==> src/rtl/pipe_stage_regs.sv <==
`default_nettype none
// ============================================================================
// pipe_stage_regs : PC and F/D, D/E, E/M, M/W pipeline registers of the
//                   5-stage ARM core, with saturating stall/flush counters.
// Revision        : 1.0
// ============================================================================
module pipe_stage_regs #(
    parameter int              PC_W     = 32,
    parameter logic [PC_W-1:0] RESET_PC = '0,
    parameter int              CNT_W    = 16
) (
    input  logic             clk,
    input  logic             reset,
    input  logic             StallF,
    input  logic             StallD,
    input  logic             FlushD,
    input  logic             FlushE,
    input  logic [PC_W-1:0]  PCNextF,
    input  logic [PC_W-1:0]  InstrF,
    output logic [PC_W-1:0]  PCF,
    output logic [PC_W-1:0]  InstrD,
    output logic             ValidD,
    input  logic [3:0]       RA1D,
    input  logic [3:0]       RA2D,
    input  logic [3:0]       WA3D,
    input  logic             RegWriteD,
    input  logic             MemtoRegD,
    input  logic             MemWriteD,
    input  logic             PCSrcD,
    output logic [3:0]       RA1E,
    output logic [3:0]       RA2E,
    output logic [3:0]       WA3E,
    output logic             RegWriteE,
    output logic             MemtoRegE,
    output logic             MemWriteE,
    output logic             PCSrcE,
    output logic             ValidE,
    input  logic             CondExE,
    output logic [3:0]       WA3M,
    output logic             RegWriteM,
    output logic             MemtoRegM,
    output logic             MemWriteM,
    output logic             PCSrcM,
    output logic             ValidM,
    output logic [3:0]       WA3W,
    output logic             RegWriteW,
    output logic             MemtoRegW,
    output logic             PCSrcW,
    output logic             ValidW,
    input  logic             CntClr,
    output logic [CNT_W-1:0] StallCnt,
    output logic [CNT_W-1:0] FlushCnt
);

    localparam logic [CNT_W-1:0] CNT_MAX = '1;

    // Fetch: PC register
    always_ff @(posedge clk or posedge reset) begin
        if (reset) begin
            PCF <= RESET_PC;
        end else if (!StallF) begin
            PCF <= PCNextF;
        end
    end

    // F/D: stall has priority over flush so a held instruction is never lost
    always_ff @(posedge clk or posedge reset) begin
        if (reset) begin
            InstrD <= '0;
            ValidD <= 1'b0;
        end else if (StallD) begin
            InstrD <= InstrD;
            ValidD <= ValidD;
        end else if (FlushD) begin
            InstrD <= '0;
            ValidD <= 1'b0;
        end else begin
            InstrD <= InstrF;
            ValidD <= 1'b1;
        end
    end

    // D/E: control is qualified by ValidD so a decode bubble stays inert
    always_ff @(posedge clk or posedge reset) begin
        if (reset) begin
            RA1E      <= '0;
            RA2E      <= '0;
            WA3E      <= '0;
            RegWriteE <= 1'b0;
            MemtoRegE <= 1'b0;
            MemWriteE <= 1'b0;
            PCSrcE    <= 1'b0;
            ValidE    <= 1'b0;
        end else if (FlushE) begin
            RA1E      <= '0;
            RA2E      <= '0;
            WA3E      <= '0;
            RegWriteE <= 1'b0;
            MemtoRegE <= 1'b0;
            MemWriteE <= 1'b0;
            PCSrcE    <= 1'b0;
            ValidE    <= 1'b0;
        end else begin
            RA1E      <= RA1D;
            RA2E      <= RA2D;
            WA3E      <= WA3D;
            RegWriteE <= RegWriteD & ValidD;
            MemtoRegE <= MemtoRegD & ValidD;
            MemWriteE <= MemWriteD & ValidD;
            PCSrcE    <= PCSrcD & ValidD;
            ValidE    <= ValidD;
        end
    end

    // E/M: side-effecting controls are cancelled when the condition fails
    always_ff @(posedge clk or posedge reset) begin
        if (reset) begin
            WA3M      <= '0;
            RegWriteM <= 1'b0;
            MemtoRegM <= 1'b0;
            MemWriteM <= 1'b0;
            PCSrcM    <= 1'b0;
            ValidM    <= 1'b0;
        end else begin
            WA3M      <= WA3E;
            RegWriteM <= RegWriteE & CondExE;
            MemtoRegM <= MemtoRegE;
            MemWriteM <= MemWriteE & CondExE;
            PCSrcM    <= PCSrcE & CondExE;
            ValidM    <= ValidE;
        end
    end

    always_ff @(posedge clk or posedge reset) begin
        if (reset) begin
            WA3W      <= '0;
            RegWriteW <= 1'b0;
            MemtoRegW <= 1'b0;
            PCSrcW    <= 1'b0;
            ValidW    <= 1'b0;
        end else begin
            WA3W      <= WA3M;
            RegWriteW <= RegWriteM;
            MemtoRegW <= MemtoRegM;
            PCSrcW    <= PCSrcM;
            ValidW    <= ValidM;
        end
    end

    // Performance counters: clear wins over increment, saturate instead of wrapping
    always_ff @(posedge clk or posedge reset) begin
        if (reset) begin
            StallCnt <= '0;
            FlushCnt <= '0;
        end else if (CntClr) begin
            StallCnt <= '0;
            FlushCnt <= '0;
        end else begin
            if (StallF && (StallCnt != CNT_MAX)) begin
                StallCnt <= StallCnt + 1'b1;
            end
            if (FlushE && (FlushCnt != CNT_MAX)) begin
                FlushCnt <= FlushCnt + 1'b1;
            end
        end
    end

endmodule
`default_nettype wire

==> config.mk <==
export PLATFORM = sky130hd
export DESIGN_NAME = pipe_stage_regs
export DESIGN_NICKNAME = d
export VERILOG_FILES = /design/src/rtl/pipe_stage_regs.sv
export SDC_FILE = /design/constraint.sdc
export NUM_CORES = 1
export LEC_CHECK = 0
export ABC_AREA = 1
export CELL_PAD_IN_SITES_DETAIL_PLACEMENT = 0
export CELL_PAD_IN_SITES_GLOBAL_PLACEMENT = 1
export CORE_ASPECT_RATIO = 1.2
export CORE_MARGIN = 2
export CORE_UTILIZATION = 31
export DETAILED_ROUTE_END_ITERATION = 10
export MAX_ROUTING_LAYER = met4
export PLACE_DENSITY = 0.91
export SLEW_MARGIN = 20
export SYNTH_ARGS = -nofsm -noshare
export SYNTH_HDL_FRONTEND = slang
export SYNTH_SLANG_ARGS = --single-unit
==> constraint.sdc <==
create_clock -name clk -period 4.9 [get_ports clk]
set_input_delay 0.735 -clock clk [delete_from_list [all_inputs] [get_ports clk]]
set_output_delay 0.735 -clock clk [all_outputs]
set_load 0.01 [all_outputs]
==> run metrics, run 1 <==
Yosys warnings=0; post-synth top area cell=dfrtp_1; Syn-to-layout area delta=54.8%; number of DRC markers in iteration 0=around 300; pwr/cell area=326 nW/um^2; max-cap violations=0; hold endpoint=RegWriteW; Die Ht=approximately 150 um; period utilisation layout=0.505; routed vias=around 4700; # port buffers=between 200 and 250; Final Skew=7.81 ps; antenna cells=0; arrival time worst endpoint=~2800 ps; Layout Nets=roughly 940; #FFs+latches synth=between 100 and 150; # DRC=0; row count=52; initial core utilization=0.319; H-tree levels=4; CTS buffer count=17; number of global-route vias before repair=~4700; CP startpoint kind=primary input; sequential fraction of the synthesis area=0.605; setup TNS=0 ps; clock share of power=0.444; Die Area=roughly 19000 um^2; CP required=roughly 5300 ps; root buf cell=clkbuf_16; wire per inst=13.6 um; worst ir drop on vdd=roughly 180 uV; FF-to-FF Start=FlushCnt[0]; P_sw=0.000671 W; Hold Path Depth=0; status=completed; Syn Nets=slightly above 700; worst hold start=RegWriteM; Post-Route WL=14700 um; Setup Buffers After CTS=0; Hold Vio Cnt, Final=0; Cell variety after synth=26; CP Max Fanout=36; Synth top area share=0.605; r2r endpoint=FlushCnt[12]; worst r2r path cells=8; Syn Inst Count=630; fin crit period=2470 ps; Post-Syn Area=~5400 um^2; crit path kind=primary input to register; first-pass GRT wire length=about 24000 um; I/O Pins=about 220; Switching Fraction=0.246; Max Clk Rate=slightly above 400 MHz; Final GP Congestion=just over 0.8; vias per cell=about 4.4; Reg clk slew, reported paths=about 60 ps; Comb pwr share=0.124; DRT antenna net count=0; Tightest Pin Transition=just over 900 ps; cts hold-fix bufs=0; FF-to-FF setup slack=3020 ps; initial antenna violation count=0; type of the most critical hold path=register to register; RSZ-0062 raised after global routing=false; gr usage total=0.168; clock tree buffer depth=2; CTS tree=done; Area contributors post-synth=dfrtp_1, nand2_1, inv_1, o21ai_0, nor2_1; core area=approximately 17000 um^2; count of pins over their slew limit=0; post-layout total power=~0.0027 W; share of layout cells above drive strength 1=0.0613; Int Power=0.00206 W; cell leakage power=between 4 and 5 nW; Rel. slew slack=0.379; Sink Count=between 100 and 150; Die Width=between 100 and 150 um; Clk Latency, worst-skew pair=between 400 and 500 ps; First-pass DRT Iterations=7; Mean Syn Cell Area=8.60 um^2; PostCTS Resize Cnt=0; CP Capture Type=register; DP Wirelength=10300 um; final setup fails=0; largest net degree at the start of global routing=104; Flop pwr share=0.431; gr ovfl total=0
-- worst max-delay path, stage by stage --
cell and delay, ps:
clkdlybuf4s50_1 450, buf_4 340, inv_2 350, nor3_2 670
nand3_1 160, nand2_1 90
-- kinds of logic after synthesis --
group | count (synthesis) | share of synthesized area
xor gates and xnor gates | 15 | 0.0242
adders and majority gates | 2 | 0.00462
AOI/OAI and AO/OA | 45 | 0.0434
DFF | 131 | 0.605
buffers and inverters | 94 | 0.0681
and+or+nand+nor | 343 | 0.255
-- registers in the layout, indices dropped and copies added, names as in the netlist, 4 cells and up --
register / cells
FlushCnt: 16
WA3M: 4
PCF: 32
RA1E: 4
InstrD: 32
WA3W: 4
WA3E: 4
StallCnt: 16
RA2E: 4
-- cell usage after synthesis, drive strengths merged --
cell / number
xor2: 10
ha: 2
xnor2: 5
dfrtp: 131
clkinv: 1
nand2: 250
o21bai: 1
nand4: 11
clkbuf: 12
buf: 8
nand3: 21
nor2: 55
nor3: 4
or2: 2
a21oi: 2
o21ai: 42
inv: 73
-- power groups by stage --
stage	clock network, W	logic, W	registers (W)
finish	0.00121	0.000340	0.00118
global placement	0	0.000342	0.00119
floorplan	0	0.0000896	0.00122
CTS	0.00125	0.000347	0.00118
global route	0.00130	0.000372	0.00118
detailed placement	0	0.000345	0.00120
-- cell type report --
cell class | instances | area [um^2]
inverters | 74 | 284
clock inverters | 11 | 104
clock buffers | 21 | 460
well taps | 216 | 270
fillers | 1586 | 8600
repair buffers | 222 | 2210
multi-input cells | 405 | 1780
flip-flops and latches | 131 | 3280
-- metal layers --
metal	part of all wire	GRT usage	routed length (um)	up-vias
met5	0	-	0	-
met4	0.024	0.0674	355	0
met3	0.073	0.0549	1070	25
met2	0.48	0.264	7040	175
met1	0.42	0.201	6200	2187
li1	-	-	-	2357
-- worst max-delay path by stage --
stage / start / endpoint / slack (ps) / cells past startpoint
after floorplan: reset / FlushCnt[0] / 670 / 1
after global placement: StallF / StallCnt[10] / 1620 / 6
after detailed placement: StallF / StallCnt[3] / 2010 / 6
after CTS: StallF / StallCnt[3] / 2450 / 6
after global routing: StallF / StallCnt[13] / 2250 / 6
final: StallF / StallCnt[3] / 2430 / 6
-- placed cells by master (no fill, tap or decap), drive strengths merged --
cell and count:
buf 4, o21ai 42, xor2 10, bufinv 1
xnor2 5, nand2 250, or2 2, nor2 55
nand4 11, ha 2, clkinv 7, inv 75
dfrtp 131, clkdlybuf4s50 218, o21bai 1, nor3 4
clkbuf 21, a21oi 2, clkinvlp 2, nand3 21
-- through the flow --
step | cell area (um^2) | util | hold WS, ps | setup slack, ps | instances
after floorplan | 5420 | - | 416 | 667 | 630
after CTS | 8380 | 0.494 | 375 | 2450 | 1080
after global placement | 7820 | 0.460 | 355 | 1620 | 1048
final | 8380 | 0.494 | 372 | 2430 | 1080
after detailed placement | 7820 | 0.461 | 362 | 2010 | 1048
after global routing | 8380 | 0.494 | 387 | 2250 | 1080
No activity file was read; power rests on OpenSTA's default activity.
==> run 2, diff against run 1 <==
Settings changed: CORE_UTILIZATION 31 to 28, PLACE_DENSITY 0.91 to 0.87.
Clock period 4.9 ns to 2.1 ns, I/O delays scaled along.
==> run metrics, run 2 (synthesized netlist as in run 1, its figures left out) <==
status=completed (unchanged); share of layout cells above drive strength 1=0.0668 (was 0.0613); vias per cell=4.24 (was 4.39); Hold Vio Cnt, Final=0 (unchanged); Crit path max-delay family=simple AND/OR/NAND/NOR gates (was buffers and inverters); CP Max Fanout=9 (was 36); Max Clk Rate=547 MHz; crit-path max cell delay=510 ps (was 670 ps); crit path kind=register to register (was primary input to register); fin util=0.450 (was 0.494); max-cap violations=0 (unchanged); Fin Hold WS=361 ps (was 372 ps); RSZ-0062 raised after global routing=false (unchanged); post-layout total power=0.00655 W (was 0.00273 W); cell leakage power=4.05 nW (was 4.01 nW); Tightest Pin Transition=646 ps (was 932 ps); CTS buffer count=17 (unchanged); pwr/cell area=770 nW/um^2 (was 326 nW/um^2); clock tree buffer depth=2 (unchanged); # DRC=0 (unchanged); CP Capture Type=register (unchanged); most common cell after layout, fill and taps aside=nand2_1 (unchanged); Flop pwr share=0.419 (was 0.431); Syn-to-layout area delta=57.1% (was 54.8%); CP startpoint kind=register (was primary input); Rel. slew slack=0.567 (was 0.379); most used cell, CP=nand2_1; cells along the critical path=ha_1 > nand2_1 > nor2_2 > nand2_2 > o21ai_2 > nor2_1 > o21ai_0 > nand2_1 (was clkdlybuf4s50_1 > buf_4 > inv_2 > nor3_2 > nand3_1 > nand2_1); initial core utilization=0.286 (was 0.319); clock share of power=0.458 (was 0.444); Setup Buffers After CTS=0 (unchanged); first-pass GRT wire length=24100 um (was 24000 um); setup TNS=0 ps (unchanged); number of DRC markers in iteration 0=229 (was 298); arrival time worst endpoint=2170 ps (was 2820 ps); P_sw=0.00165 W (was 0.000671 W); DRT antenna net count=0 (unchanged); root buf cell=clkbuf_16 (unchanged); CTS tree=done (unchanged); placed inst area=7920 um^2 (was 7820 um^2); routed vias=4769 (was 4744); period utilisation layout=0.870; most frequent cells in the layout=nand2_1, clkdlybuf4s50_1, dfrtp_1, inv_1, nor2_1 (unchanged); Clk Latency, worst-skew pair=410 ps (was 420 ps); Int Power=0.00490 W (was 0.00206 W); I/O Pins=219 (unchanged); H-tree levels=4 (unchanged); Post-Route WL=15300 um (was 14700 um); fin crit period=1830 ps; CP bufs+invs=0 (was 3); Comb pwr share=0.123 (was 0.124); Switching Fraction=0.252 (was 0.246); PostCTS Resize Cnt=0 (unchanged); Reg clk slew, reported paths=60 ps (about the same); antenna cells=0 (unchanged); worst r2r path cells=8 (unchanged); Final GP Congestion=0.815 (was 0.818); # port buffers=218 (unchanged); Final Skew=5.56 ps (was 7.81 ps); gr usage total=0.157 (was 0.168); type of the most critical hold path=primary input to asynchronous set/reset pin (was register to register); initial antenna violation count=0 (unchanged); stages on the worst setup path=8 (was 6); wire per inst=13.6 um (about the same); cts hold-fix bufs=0 (unchanged); top flop regs=InstrD (32), PCF (32) (unchanged); Die Area=20500 um^2 (was 18600 um^2); gr ovfl total=0 (unchanged); final setup fails=0 (unchanged); Sink Count=131 (unchanged); Die Width=131 um (was 125 um); worst ir drop on vdd=475 uV (was 181 uV); Slowest-stage cell, CP=nor2_1 (was nor3_2); largest net degree at the start of global routing=78 (was 104); number of global-route vias before repair=4844 (was 4715); DP Wirelength=11000 um (was 10300 um); Layout Nets=945 (was 941); post-route cell area=8510 um^2 (was 8380 um^2); Die Ht=156 um (was 149 um); core area=18900 um^2 (was 17000 um^2); CP required=2440 ps (was 5250 ps); First-pass DRT Iterations=4 (was 7); count of pins over their slew limit=0 (unchanged); row count=55 (was 52)
-- run 2: final timing paths --
kind	startpoint	endpoint	slack [ps]
min in group clk	ValidE	ValidM	370
min reg2reg	ValidE	ValidM	370
max in group asynchronous	reset	FlushCnt[6]	1340
max	FlushCnt[0]	FlushCnt[12]	270
max reg2reg	FlushCnt[0]	FlushCnt[12]	270
min	reset	StallCnt[2]	360
-- run 2: cell type report --
cell class | instances | area (um^2)
Clock inverter | 15 | 168
Sequential cell | 131 | 3280
Clock buffer | 17 | 425
Fill cell | 1847 | 10400
Timing Repair Buffer | 226 | 2270
Inverter | 74 | 283
Multi-Input combinational cell | 405 | 1770
Tap cell | 256 | 320
-- run 2: worst register-to-register path, stage by stage (launching register included) --
cell and delay (ps):
dfrtp_1 430, ha_1 250, nand2_1 100, nor2_2 50, nand2_2 90, o21ai_2 80
nor2_1 510, o21ai_0 180, nand2_1 90
-- run 2: routing by layer --
layer | global-route usage | up-vias | share of wire
met3 | 0.0578 | 15 | 0.094
li1 | - | 2380 | -
met1 | 0.186 | 2178 | 0.43
met4 | 0.0456 | 0 | 0.011
met2 | 0.248 | 196 | 0.46
met5 | - | - | 0
-- run 2: per-stage QoR --
stage	instances	setup WS [ps]
after CTS	1124	230
after detailed placement	1092	200
after global routing	1124	37.4
after floorplan	630	162
after global placement	1092	197
final	1124	272
-- run 2: power groups by stage --
stage	clock network (W)	registers, W	logic, W
after floorplan	0	0.00285	0.000210
after global placement	0	0.00278	0.000819
after detailed placement	0	0.00279	0.000822
after CTS	0.00309	0.00275	0.000827
after global routing	0.00320	0.00276	0.000892
final	0.00300	0.00274	0.000809
